<file path="src/rtl/cmd_uart_wrapper.sv">
// cmd_uart_wrapper: full-duplex UART front end for a remote command link.
// Two received bytes, high byte first, are assembled into a 16-bit command.
// A one-byte response is sent on request.
module cmd_uart_wrapper #(
  parameter int BAUD_DIV = 2604
) (
  input  logic        clk,
  input  logic        rst_n,
  input  logic        RX,
  output logic        TX,
  output logic [15:0] cmd,
  output logic        cmd_rdy,
  input  logic        clr_cmd_rdy,
  input  logic        trmt,
  input  logic [7:0]  resp,
  output logic        tx_done
);

  localparam int CW = $clog2(BAUD_DIV + 1);
  localparam logic [CW-1:0] FULL_LAST = CW'(BAUD_DIV - 1);
  localparam logic [CW-1:0] HALF_LAST = CW'(BAUD_DIV / 2 - 1);

  typedef enum logic [1:0] {RX_IDLE, RX_START, RX_DATA, RX_STOP} rx_state_t;
  typedef enum logic {ASM_HIGH, ASM_LOW} asm_state_t;
  typedef enum logic {TX_IDLE, TX_XMIT} tx_state_t;

  logic rx_meta, rx_sync;

  rx_state_t     rx_state, rx_next;
  logic [CW-1:0] rx_cnt;
  logic [2:0]    rx_bit;
  logic [7:0]    rx_shift;
  logic          rx_shift_en, byte_valid, frame_err;

  asm_state_t asm_state, asm_next;
  logic [7:0] high_byte;
  logic       hi_load, cmd_load;

  tx_state_t     tx_state, tx_next;
  logic [CW-1:0] tx_cnt;
  logic [3:0]    tx_bit;
  logic [8:0]    tx_data;
  logic          tx_start, tx_adv, tx_finish;

  // Two-flop synchronizer; presets to the idle-high line level.
  always_ff @(posedge clk or negedge rst_n) begin
    if (!rst_n) begin
      rx_meta <= 1'b1;
      rx_sync <= 1'b1;
    end else begin
      rx_meta <= RX;
      rx_sync <= rx_meta;
    end
  end

  // RX next state: mid-bit qualification of the start bit, then full-period sampling.
  always_comb begin
    rx_next     = rx_state;
    rx_shift_en = 1'b0;
    byte_valid  = 1'b0;
    frame_err   = 1'b0;
    case (rx_state)
      RX_IDLE:  if (!rx_sync) rx_next = RX_START;
      RX_START: if (rx_cnt == HALF_LAST) rx_next = rx_sync ? RX_IDLE : RX_DATA;
      RX_DATA: begin
        if (rx_cnt == FULL_LAST) begin
          rx_shift_en = 1'b1;
          if (rx_bit == 3'd7) rx_next = RX_STOP;
        end
      end
      RX_STOP: begin
        if (rx_cnt == FULL_LAST) begin
          rx_next    = RX_IDLE;
          byte_valid = rx_sync;
          frame_err  = !rx_sync;
        end
      end
      default: rx_next = RX_IDLE;
    endcase
  end

  // RX state, baud counter (restarted on every state entry and bit), and LSB-first shifter.
  always_ff @(posedge clk or negedge rst_n) begin
    if (!rst_n) begin
      rx_state <= RX_IDLE;
      rx_cnt   <= '0;
      rx_bit   <= '0;
      rx_shift <= '0;
    end else begin
      rx_state <= rx_next;
      if (rx_state == RX_IDLE || rx_next != rx_state || rx_shift_en)
        rx_cnt <= '0;
      else
        rx_cnt <= rx_cnt + CW'(1);
      if (rx_state == RX_START)
        rx_bit <= '0;
      else if (rx_shift_en)
        rx_bit <= rx_bit + 3'd1;
      if (rx_shift_en)
        rx_shift <= {rx_sync, rx_shift[7:1]};
    end
  end

  // Byte assembly: a framing error drops any pending high byte.
  always_comb begin
    asm_next = asm_state;
    hi_load  = 1'b0;
    cmd_load = 1'b0;
    if (frame_err) begin
      asm_next = ASM_HIGH;
    end else if (byte_valid) begin
      if (asm_state == ASM_HIGH) begin
        hi_load  = 1'b1;
        asm_next = ASM_LOW;
      end else begin
        cmd_load = 1'b1;
        asm_next = ASM_HIGH;
      end
    end
  end

  // Assembly state register.
  always_ff @(posedge clk or negedge rst_n) begin
    if (!rst_n) asm_state <= ASM_HIGH;
    else        asm_state <= asm_next;
  end

  // Command register and ready flag; a completing command beats a simultaneous clear.
  always_ff @(posedge clk or negedge rst_n) begin
    if (!rst_n) begin
      high_byte <= '0;
      cmd       <= '0;
      cmd_rdy   <= 1'b0;
    end else begin
      if (hi_load)  high_byte <= rx_shift;
      if (cmd_load) cmd <= {high_byte, rx_shift};
      if (cmd_load)
        cmd_rdy <= 1'b1;
      else if (hi_load || clr_cmd_rdy)
        cmd_rdy <= 1'b0;
    end
  end

  // TX next state: accept a request only when idle, stop after ten bit periods.
  always_comb begin
    tx_next   = tx_state;
    tx_start  = 1'b0;
    tx_adv    = 1'b0;
    tx_finish = 1'b0;
    case (tx_state)
      TX_IDLE: begin
        if (trmt) begin
          tx_next  = TX_XMIT;
          tx_start = 1'b1;
        end
      end
      TX_XMIT: begin
        if (tx_cnt == FULL_LAST) begin
          if (tx_bit == 4'd9) begin
            tx_next   = TX_IDLE;
            tx_finish = 1'b1;
          end else begin
            tx_adv = 1'b1;
          end
        end
      end
      default: tx_next = TX_IDLE;
    endcase
  end

  // TX state register.
  always_ff @(posedge clk or negedge rst_n) begin
    if (!rst_n) tx_state <= TX_IDLE;
    else        tx_state <= tx_next;
  end

  // TX datapath: registered line output, latched byte shifted out LSB first behind the start bit.
  always_ff @(posedge clk or negedge rst_n) begin
    if (!rst_n) begin
      TX      <= 1'b1;
      tx_done <= 1'b0;
      tx_data <= '1;
      tx_cnt  <= '0;
      tx_bit  <= '0;
    end else if (tx_start) begin
      tx_data <= {1'b1, resp};
      TX      <= 1'b0;
      tx_done <= 1'b0;
      tx_cnt  <= '0;
      tx_bit  <= '0;
    end else if (tx_adv) begin
      TX      <= tx_data[0];
      tx_data <= {1'b1, tx_data[8:1]};
      tx_cnt  <= '0;
      tx_bit  <= tx_bit + 4'd1;
    end else if (tx_finish) begin
      TX      <= 1'b1;
      tx_done <= 1'b1;
      tx_cnt  <= '0;
    end else if (tx_state == TX_XMIT) begin
      tx_cnt <= tx_cnt + CW'(1);
    end
  end

endmodule

</file>
<file path="config.mk">
export PLATFORM = sky130hd
export DESIGN_NAME = cmd_uart_wrapper
export DESIGN_NICKNAME = d
export VERILOG_FILES = /design/src/rtl/cmd_uart_wrapper.sv
export SDC_FILE = /design/constraint.sdc
export NUM_CORES = 1
export LEC_CHECK = 0
export BUFFER_PORTS_ARGS = -buffer_cell sky130_fd_sc_hd__buf_2
export CAP_MARGIN = 20
export CORE_UTILIZATION = 44
export DETAILED_ROUTE_END_ITERATION = 8
export GPL_ROUTABILITY_DRIVEN = 0
export GPL_TIMING_DRIVEN = 0
export SLEW_MARGIN = 5
export SYNTH_ARGS = -nofsm -noshare
export SYNTH_HDL_FRONTEND = slang
export SYNTH_SLANG_ARGS = --single-unit
</file>
<file path="constraint.sdc">
create_clock -name clk -period 2.3 [get_ports clk]
set_clock_uncertainty 0.1 [all_clocks]
set_input_delay 0.345 -clock clk [delete_from_list [all_inputs] [get_ports clk]]
set_output_delay 0.345 -clock clk [all_outputs]
set_load 0.1 [all_outputs]
</file>
# Yosys cells after proc, flatten, opt, wreduce, memory -nomap -nowiden
# Cells that the tools add are included.
[classes] div_mod_pow=0 reduce_logical=13 eq_ne=10 add_sub_neg=4 magnitude_cmp=0 n_bitwise=1 shifts=0 mul=0 mux=49
[op_table] op="two-way mux 12 bit" n=5
[op_table] op="two-way mux 1 bit" n=30
[op_table] op="adder 12 x 1 -> 12 bit, second input constant" n=2
[op_table] op="== test 12 bit, second input constant" n=2
[op_table] op="two-way mux 9 bit" n=2
[op_table] op="== test 12 x 11 -> 1 bit, second input constant" n=1
[op_table] op="two-way mux 2 bit" n=6
[op_table] op="nonzero test 2 bit" n=5
[op_table] op="two-way mux 4 bit" n=2
[op_table] op="one-hot mux 2 bit (4 select lines)" n=1
[op_table] op="two-way mux 3 bit" n=2
[op_table] op="adder 4 x 1 -> 4 bit, second input constant" n=1
[op_table] op="== test 2 bit, second input constant" n=2
[op_table] op="== test 4 bit, second input constant" n=1
[op_table] op="nonzero test 4 bit" n=1
[op_table] op="adder 3 x 1 -> 3 bit, second input constant" n=1
[op_table] op="== test 3 bit, second input constant" n=1
[op_table] op="logical OR 1 bit" n=3
[op_table] op="nonzero test 3 bit" n=1
[op_table] op="== test 2 x 1 -> 1 bit, second input constant" n=1
[op_table] op="zero test 2 bit" n=1
[op_table] op="inequality test 2 bit" n=1
[op_table] op="inequality test 2 bit, second input constant" n=1
[op_table] op="one-hot mux 1 bit (2 select lines)" n=1
[op_table] op="other kinds (3)" n=3
[totals] ram_bits=0 output_inout_bits=19 mem_bits_ro=0 regBits=81 mem_count=0 latchBits=0

# Logic depth before layout (Yosys ltp)
# Gate-level depths: netlist (run 1).
[logic_depth] word_depth=8 mapped_depth=7 ltp_nobuf=6

# Worst setup path before layout (run 1)
# No wires, ideal clock.
[synth_timing] path_type="reg-to-reg" start="reg rx_cnt[1]" end="reg rx_state[0]" setup_ns=0.126 arrival_ns=1.887 stages_incl_launch_ff=7 n_path_buf=0 slack_ns=0.187 cell_sequence="dfrtp_1 -> inv_1 -> ha_1 -> or4b_1 -> nor4_1 -> a211oi_1 -> a311o_1"
[synth_via] elab_chain_cells=3 elab_cells_between_ends=6
[synth_lines] element="start, declared" line="30" source="logic [CW-1:0] rx_cnt;"
[synth_lines] element="start signal, assigned" line="94" source="rx_cnt <= rx_cnt + CW'(1);"
[synth_lines] element="== test 12 bit or == test 12 x 11 -> 1 bit (tied branches)" line="66, 72, 64"
[synth_lines] element="two-way mux 2 bit (on tied branches)" line="72, 64, 66"
[synth_lines] element="one-hot mux 2 bit (4 select lines) *" line="62" source="case (rx_state)"
[synth_lines] element="via rx_next[0]" line="29" source="rx_state_t rx_state, rx_next;"
[synth_lines] element="end signal, assigned" line="90" source="rx_state <= rx_next;"
[synth_lines] element="end, declared" line="29"
# The timed path passes the listed nets; every way through them passes the cells marked *.
# A chain may end at the register's enable or synchronous reset.

# Final worst setup path (run 1)
[layout_timing] start="reg rx_cnt[2]" end="reg cmd[2]"
[layout_via] elab_chain_cells=5 elab_cells_between_ends=7
[layout_lines] element="== test 12 bit *" line="72" source="if (rx_cnt == FULL_LAST) begin"
[layout_lines] element="two-way mux 1 bit" line="72"
[layout_lines] element="two-way mux 1 bit" line="62"
[layout_lines] element="two-way mux 1 bit" line="111" source="end else if (byte_valid) begin"
[layout_lines] element="two-way mux 1 bit *" line="109" source="if (frame_err) begin"
[layout_lines] element="end signal, assigned" line="136" source="if (cmd_load) cmd <= {high_byte, rx_shift};"
[layout_lines] element="end, declared" line="11" source="output logic [15:0] cmd,"
# Mark *: on every way between the ends. The rest lies on a longest branch, timed or not.

==> results of run 1 <==
## power by group
| part | internal, W | switching, W | leakage [nW] |
|---|---|---|---|
| clock network | 0.000503 | 0.000513 | 0.0937 |
| registers | 0.00152 | 0.000107 | 1.03 |
| logic | 0.000133 | 0.000159 | 0.866 |
| total | 0.00215 | 0.000780 | 1.99 |
## cell families after synthesis
group           after synthesis  share of synthesized area [%]
compound gates               35                           6.08
xor+xnor                     18                           4.35
fa+ha+maj                     7                           2.42
buf+inv                      22                           2.35
flops                        80                           55.6
mux                          39                           11.9
simple gates                118                           17.3
## per-layer routing
layer  share of wire, %  up-vias  global-route usage, %
met3                3.1       10                   3.94
met2                 47       42                   27.2
met5                  0        -                      0
met4                1.9        0                   8.08
met1                 48     1162                   21.8
li1                   -     1223                      -
## through the flow
stage	instances	setup TNS (ns)	area [µm²]	utilization (%)	hold slack, ns
after CTS	472	0	4170	53.1	0.0911
after global placement	452	-0.475	3910	49.8	0.246
after floorplan	319	0	3620	-	-0.0506
after global routing	473	0	4200	53.5	0.101
after detailed placement	453	-0.859	3940	50.2	0.243
final	473	0	4200	53.5	0.0945
## sequential cells by signal, summed over array words and instances, names as in the netlist, 2 cells and up
| signal | cells |
|---|---|
| rx_shift | 8 |
| rx_state | 2 |
| tx_data | 8 |
| rx_bit | 3 |
| cmd | 16 |
| rx_cnt | 12 |
| high_byte | 8 |
| tx_bit | 4 |
| tx_cnt | 12 |
## layout by cell type (no fill, tap or decap), types with 6 or more instances in the layout
cell and n:
clkbuf_1 7, nand3_1 16, o21ai_0 17, ha_1 7
nor2_1 28, dfrtp_1 68, mux2_2 21, mux2i_1 6
inv_1 12, nand2_1 28, clkbuf_8 9, nor3_1 7
mux2_1 12, buf_2 30, xnor2_1 13, buf_4 6
dfstp_2 11
## layout make-up
cell class	count	area, µm²
Tap cell	102	128
Fill cell	717	3650
Clock buffer	11	131
Multi-Input combinational cell	217	1550
Clock inverter	5	56.3
Sequential cell	80	2020
Buffer	9	41.3
Timing Repair Buffer	37	228
Inverter	12	45.0
## path summary, 6_finish.rpt
path	end	slack, ns	depth (start not counted)
max	cmd[2]	0.08	5
min	tx_data[1]	0.09	3
max reg2reg	cmd[2]	0.08	5
min reg2reg	rx_sync	0.25	0
max in group asynchronous	tx_data[5]	1.06	3
min in group asynchronous	cmd[11]	0.40	2
## worst max-delay path, delay by kind of cell (launching register included)
family | cells | cell delay (ns)
buffers and inverters | 1 | 0.21
DFF | 1 | 0.45
muxes | 1 | 0.32
and+or+nand+nor | 3 | 1.01
## what timing repair did
action | in CTS | in global routing
pin swaps | 2 | 4
setup buffers | 1 | 2
resized for setup | 5 | 4
endpoints found under the setup margin | 28 | 36
hold buffers | 2 | 0
hold endpoints to repair | 34 | 0
==> metrics.cfg, run 1 <==
[synthesis]
ys_ff_latch = 80
synth_area_leader_cell = dfrtp_1
synth_area_um2 = 3620
synth_ff_type = dfrtp_1
synth_edf_count = 0
synth_top_area_share_pct = 47.7
ys_warn_count = 0
synthTopCellsByArea = dfrtp_1, dfstp_2, mux2_2
synthDistinctLibCells = 46
synthCells = 319
syn_nets = 339
synth_common_cells = dfrtp_1, nand2_1, nor2_1, mux2_2
synthArstFlopShare_pct = 100
synth.most_common_cell = dfrtp_1
syn_area_per_cell_um2 = 11.4
seq_area_frac_synth_pct = 55.6

[setup_path]
crit_required_ns = 2.43
crit_type = flip-flop to flip-flop
crit_start = rx_cnt[2]
cpMaxStageDelayCell = or4_1
crit_chain = or4_1 -> nor3_4 -> nand3_4 -> buf_4 -> mux2_1
cpPeakStageDelay_ns = 0.60
worstSetupEndpointType = flip-flop
r2r_start = rx_cnt[2]
cp-start-kind = flip-flop
cp_max_fo = 10
cp.arrival_ns = 2.35

[timing]
fin_crit_sh_pct = 96.4
setup_viol = 0
rsz0062_at_grt = no
fmax_mhz = 451
min_period_ns = 2.22
slew_violations = 0
hold_viol_final = 0
maxSlewHeadroom_pct = 63.9
worstMarginPinSlew_ns = 0.539
finalWorstSetupSlack_ns = 0.0822

[routing]
drt-pass1-iter-count = 4
routedWlPerCell_um = 13.8
via_per_inst = 5.15
ant_nets = 0
num_vias = 2437
drt_iter0_markers = 107
drc = 0
wl_um = 6550

[hold_path]
hold_path_startpoint = resp[1]
hold_class = primary input to flip-flop

[clock_tree]
insertion_delay_ns = 0.35
path_clk_slew_ns = 0.09
root_buffer = clkbuf_8
htree_levels = 3
cts_tree = done
clkSinkCount = 80
ctsLongestPathBuffers = 2
cts_buffers = 9

[placed_design]
port-buffer-count = 31
pre_cts_slack_ns = -0.0897
place_hpwl_um = 4420

[grt]
grt_pass1_wl_um = 11200
antenna_found_initial = 0
grtUsageTotal_pct = 17.0
grt_max_degree = 46
overflow = 0
grt_pass1_vias = 2365

[floorplanning]
rows = 32
core_um2 = 7850
initial_utilization_pct = 46.2
pin_count = 32
die_w_um = 92.7
chipHeight_um = 92.7
dieArea_um2 = 8600

[power]
power.leakage_nw = 1.99
ir_worst_vdd_uv = 364
design_power_total_w = 0.00293
power.density_nw_per_um2 = 698

[status]
status = completed

[job]
cap_violations = 0

[layout]
layout-drive-gt1-share_pct = 25.1
area_delta_synth_final_pct = 15.9
antenna_cells = 0
fin_nets = 386

Power figures use the tool's default switching activity.
==> run 2, diff against run 1 <==
--- a/config.mk
+++ b/config.mk
@@ -6,7 +6,7 @@
 export NUM_CORES = 1
 export LEC_CHECK = 0
 export BUFFER_PORTS_ARGS = -buffer_cell sky130_fd_sc_hd__buf_2
-export CAP_MARGIN = 20
+export CORE_ASPECT_RATIO = 0.9
 export CORE_UTILIZATION = 44
 export DETAILED_ROUTE_END_ITERATION = 8
 export GPL_ROUTABILITY_DRIVEN = 0
==> run 2 against run 1 <==
- the flow now finishes with violations (design-rule violations)
- wire length fell by 4.4%
- largest power group unchanged
- via count fell by 0.41%
- utilization fell by 1.1 points
- critical path type unchanged
- clock power rose by 6%
- global-route usage fell by 0.74 points
==> metrics.cfg, run 2 (synthesis results as in run 1) <==
[grt]
grt_pass1_wl_um = 11000
grtUsageTotal_pct = 16.3
grt_max_degree = 60
antenna_found_initial = 0
grt_pass1_vias = 2393
overflow = 0

[floorplanning]
pin_count = 32
rows = 31
die_w_um = 97.7
chipHeight_um = 88.1
initial_utilization_pct = 45.1
dieArea_um2 = 8600
core_um2 = 8030

[setup_path]
crit_required_ns = 2.44
cpPeakStageDelay_ns = 0.59
cpMaxStageDelayCell = or4_1
cp_max_fo = 10
worstSetupEndpointType = flip-flop
cp.arrival_ns = 2.32
crit_type = flip-flop to flip-flop
r2r_cells = 5
reg2reg_slack_ns = 0.12
cp-start-kind = flip-flop
r2r_start = rx_cnt[2]
critPathBufInv = 1
crit_family = simple AND/OR/NAND/NOR gates
crit_chain = or4_1 -> or3_1 -> a2bb2oi_2 -> buf_6 -> nor2_1
r2r_end = rx_cnt[8]

[clock_tree]
cts_buffers = 9
path_clk_slew_ns = 0.08
cts_tree = done
root_buffer = clkbuf_8
insertion_delay_ns = 0.35
ctsLongestPathBuffers = 2
htree_levels = 3
clkSinkCount = 80

[timing]
worstMarginPinSlew_ns = 0.557
tns_ns = 0
hold_viol_final = 0
min_period_ns = 2.18
slew_violations = 0
maxSlewHeadroom_pct = 62.7
fmax_mhz = 458
setup_viol = 0
rsz0062_at_grt = no
fin_crit_sh_pct = 94.9

[hold_path]
min_path_cells = 3
hold_class = primary input to flip-flop
hold_path_startpoint = resp[1]
min_to = tx_data[1]

[power]
ir_worst_vdd_uv = 473
power.leakage_nw = 2.00
power.density_nw_per_um2 = 712

[routing]
via_per_inst = 5.19
num_vias = 2427
drt_iter0_markers = 119
drt-pass1-iter-count = 6
routedWlPerCell_um = 13.4
drc = 7
wl_um = 6260
ant_nets = 0

[placed_design]
port-buffer-count = 31
place_hpwl_um = 4340
post_dp_cell_area_um2 = 3930

[layout]
largest_reg_flops = 16
largest_registers = cmd x16, rx_cnt x12, tx_cnt x12
antenna_cells = 0
layout_common_cells = dfrtp_1, buf_2, nand2_1, nor2_1, mux2_2
area_delta_synth_final_pct = 16.2
fin_nets = 384
layout-drive-gt1-share_pct = 24.7
mostFrequentLayoutCell = dfrtp_1
finalInstanceArea_um2 = 4210
top_register = cmd

[status]
violations = design-rule violations
status = finished, violations left

[job]
cap_violations = 0

## run 2: cell types whose count changed in the layout (fill, tap and decap cells not counted), moves of 2 or more
cell and change:
clkinv_4 +3, clkbuf_1 -2, clkinv_2 -2, buf_4 -4
## run 2: how the worst max path moves through the flow
| stage | start | end | slack, ns | depth (start not counted) |
|---|---|---|---|---|
| after floorplan | rx_cnt[1] | rx_state[0] | 0.19 | 6 |
| after global placement | rx_cnt[1] | rx_cnt[7] | -0.1 | 7 |
| after detailed placement | rx_cnt[1] | rx_cnt[10] | -0.11 | 7 |
| after CTS | rx_cnt[2] | rx_shift[5] | 0.01 | 4 |
| after global routing | rx_cnt[1] | rx_cnt[9] | 0.02 | 7 |
| final | rx_cnt[2] | rx_cnt[8] | 0.12 | 5 |
## run 2: area by class of cell
| class | count | area (µm²) |
|---|---|---|
| clock inverters | 6 | 73.8 |
| repair buffers | 36 | 233 |
| multi-input cells | 217 | 1540 |
| clock buffers | 10 | 138 |
| well taps | 99 | 124 |
| plain buffers | 8 | 37.5 |
| fillers | 722 | 3820 |
| inverters | 12 | 45.0 |
| flip-flops and latches | 80 | 2020 |
## run 2: what timing repair did
item / 4_1_cts / 5_1_grt
buffers inserted: 0 / 2
hold endpoints to repair: 20 / 0
gates resized for setup: 2 / 5
setup endpoints to repair: 20 / 43
hold buffers: 2 / 0
pin swaps: 0 / 3
## run 2: tightest hold or removal path: cells and delay by family
family / cells / cell delay (ns)
buffers and inverters: 1 / 0.07
AOI/OAI and AO/OA: 1 / 0.06
and+or+nand+nor: 1 / 0.03
## run 2: routing by layer
metal  track usage (%)  vias to the layer above  share of wire [%]
met2              26.6                       49                 46
met4              5.79                        0                1.2
li1                  -                     1208                  -
met1              20.5                     1161                 48
met5                 0                        -                  0
met3              5.19                        9                4.2
## run 2: power breakdown
part           internal (W)  switching [W]  total, W
sequential          0.00152       0.000107   0.00162
combinational      0.000133       0.000162  0.000295
clock              0.000544       0.000534   0.00108
## run 2: per-stage QoR
stage	total power (W)	setup slack, ns	util [%]	cells	hold WS [ns]
global route	0.00316	0.0203	52.4	468	0.105
CTS	0.00305	0.0146	51.9	467	0.0805
floorplan	0.00183	0.187	-	319	-0.0506
detailed placement	0.00194	-0.114	49.0	450	0.160
global placement	0.00193	-0.0958	48.6	449	0.246
finish	0.00300	0.116	52.4	468	0.0962
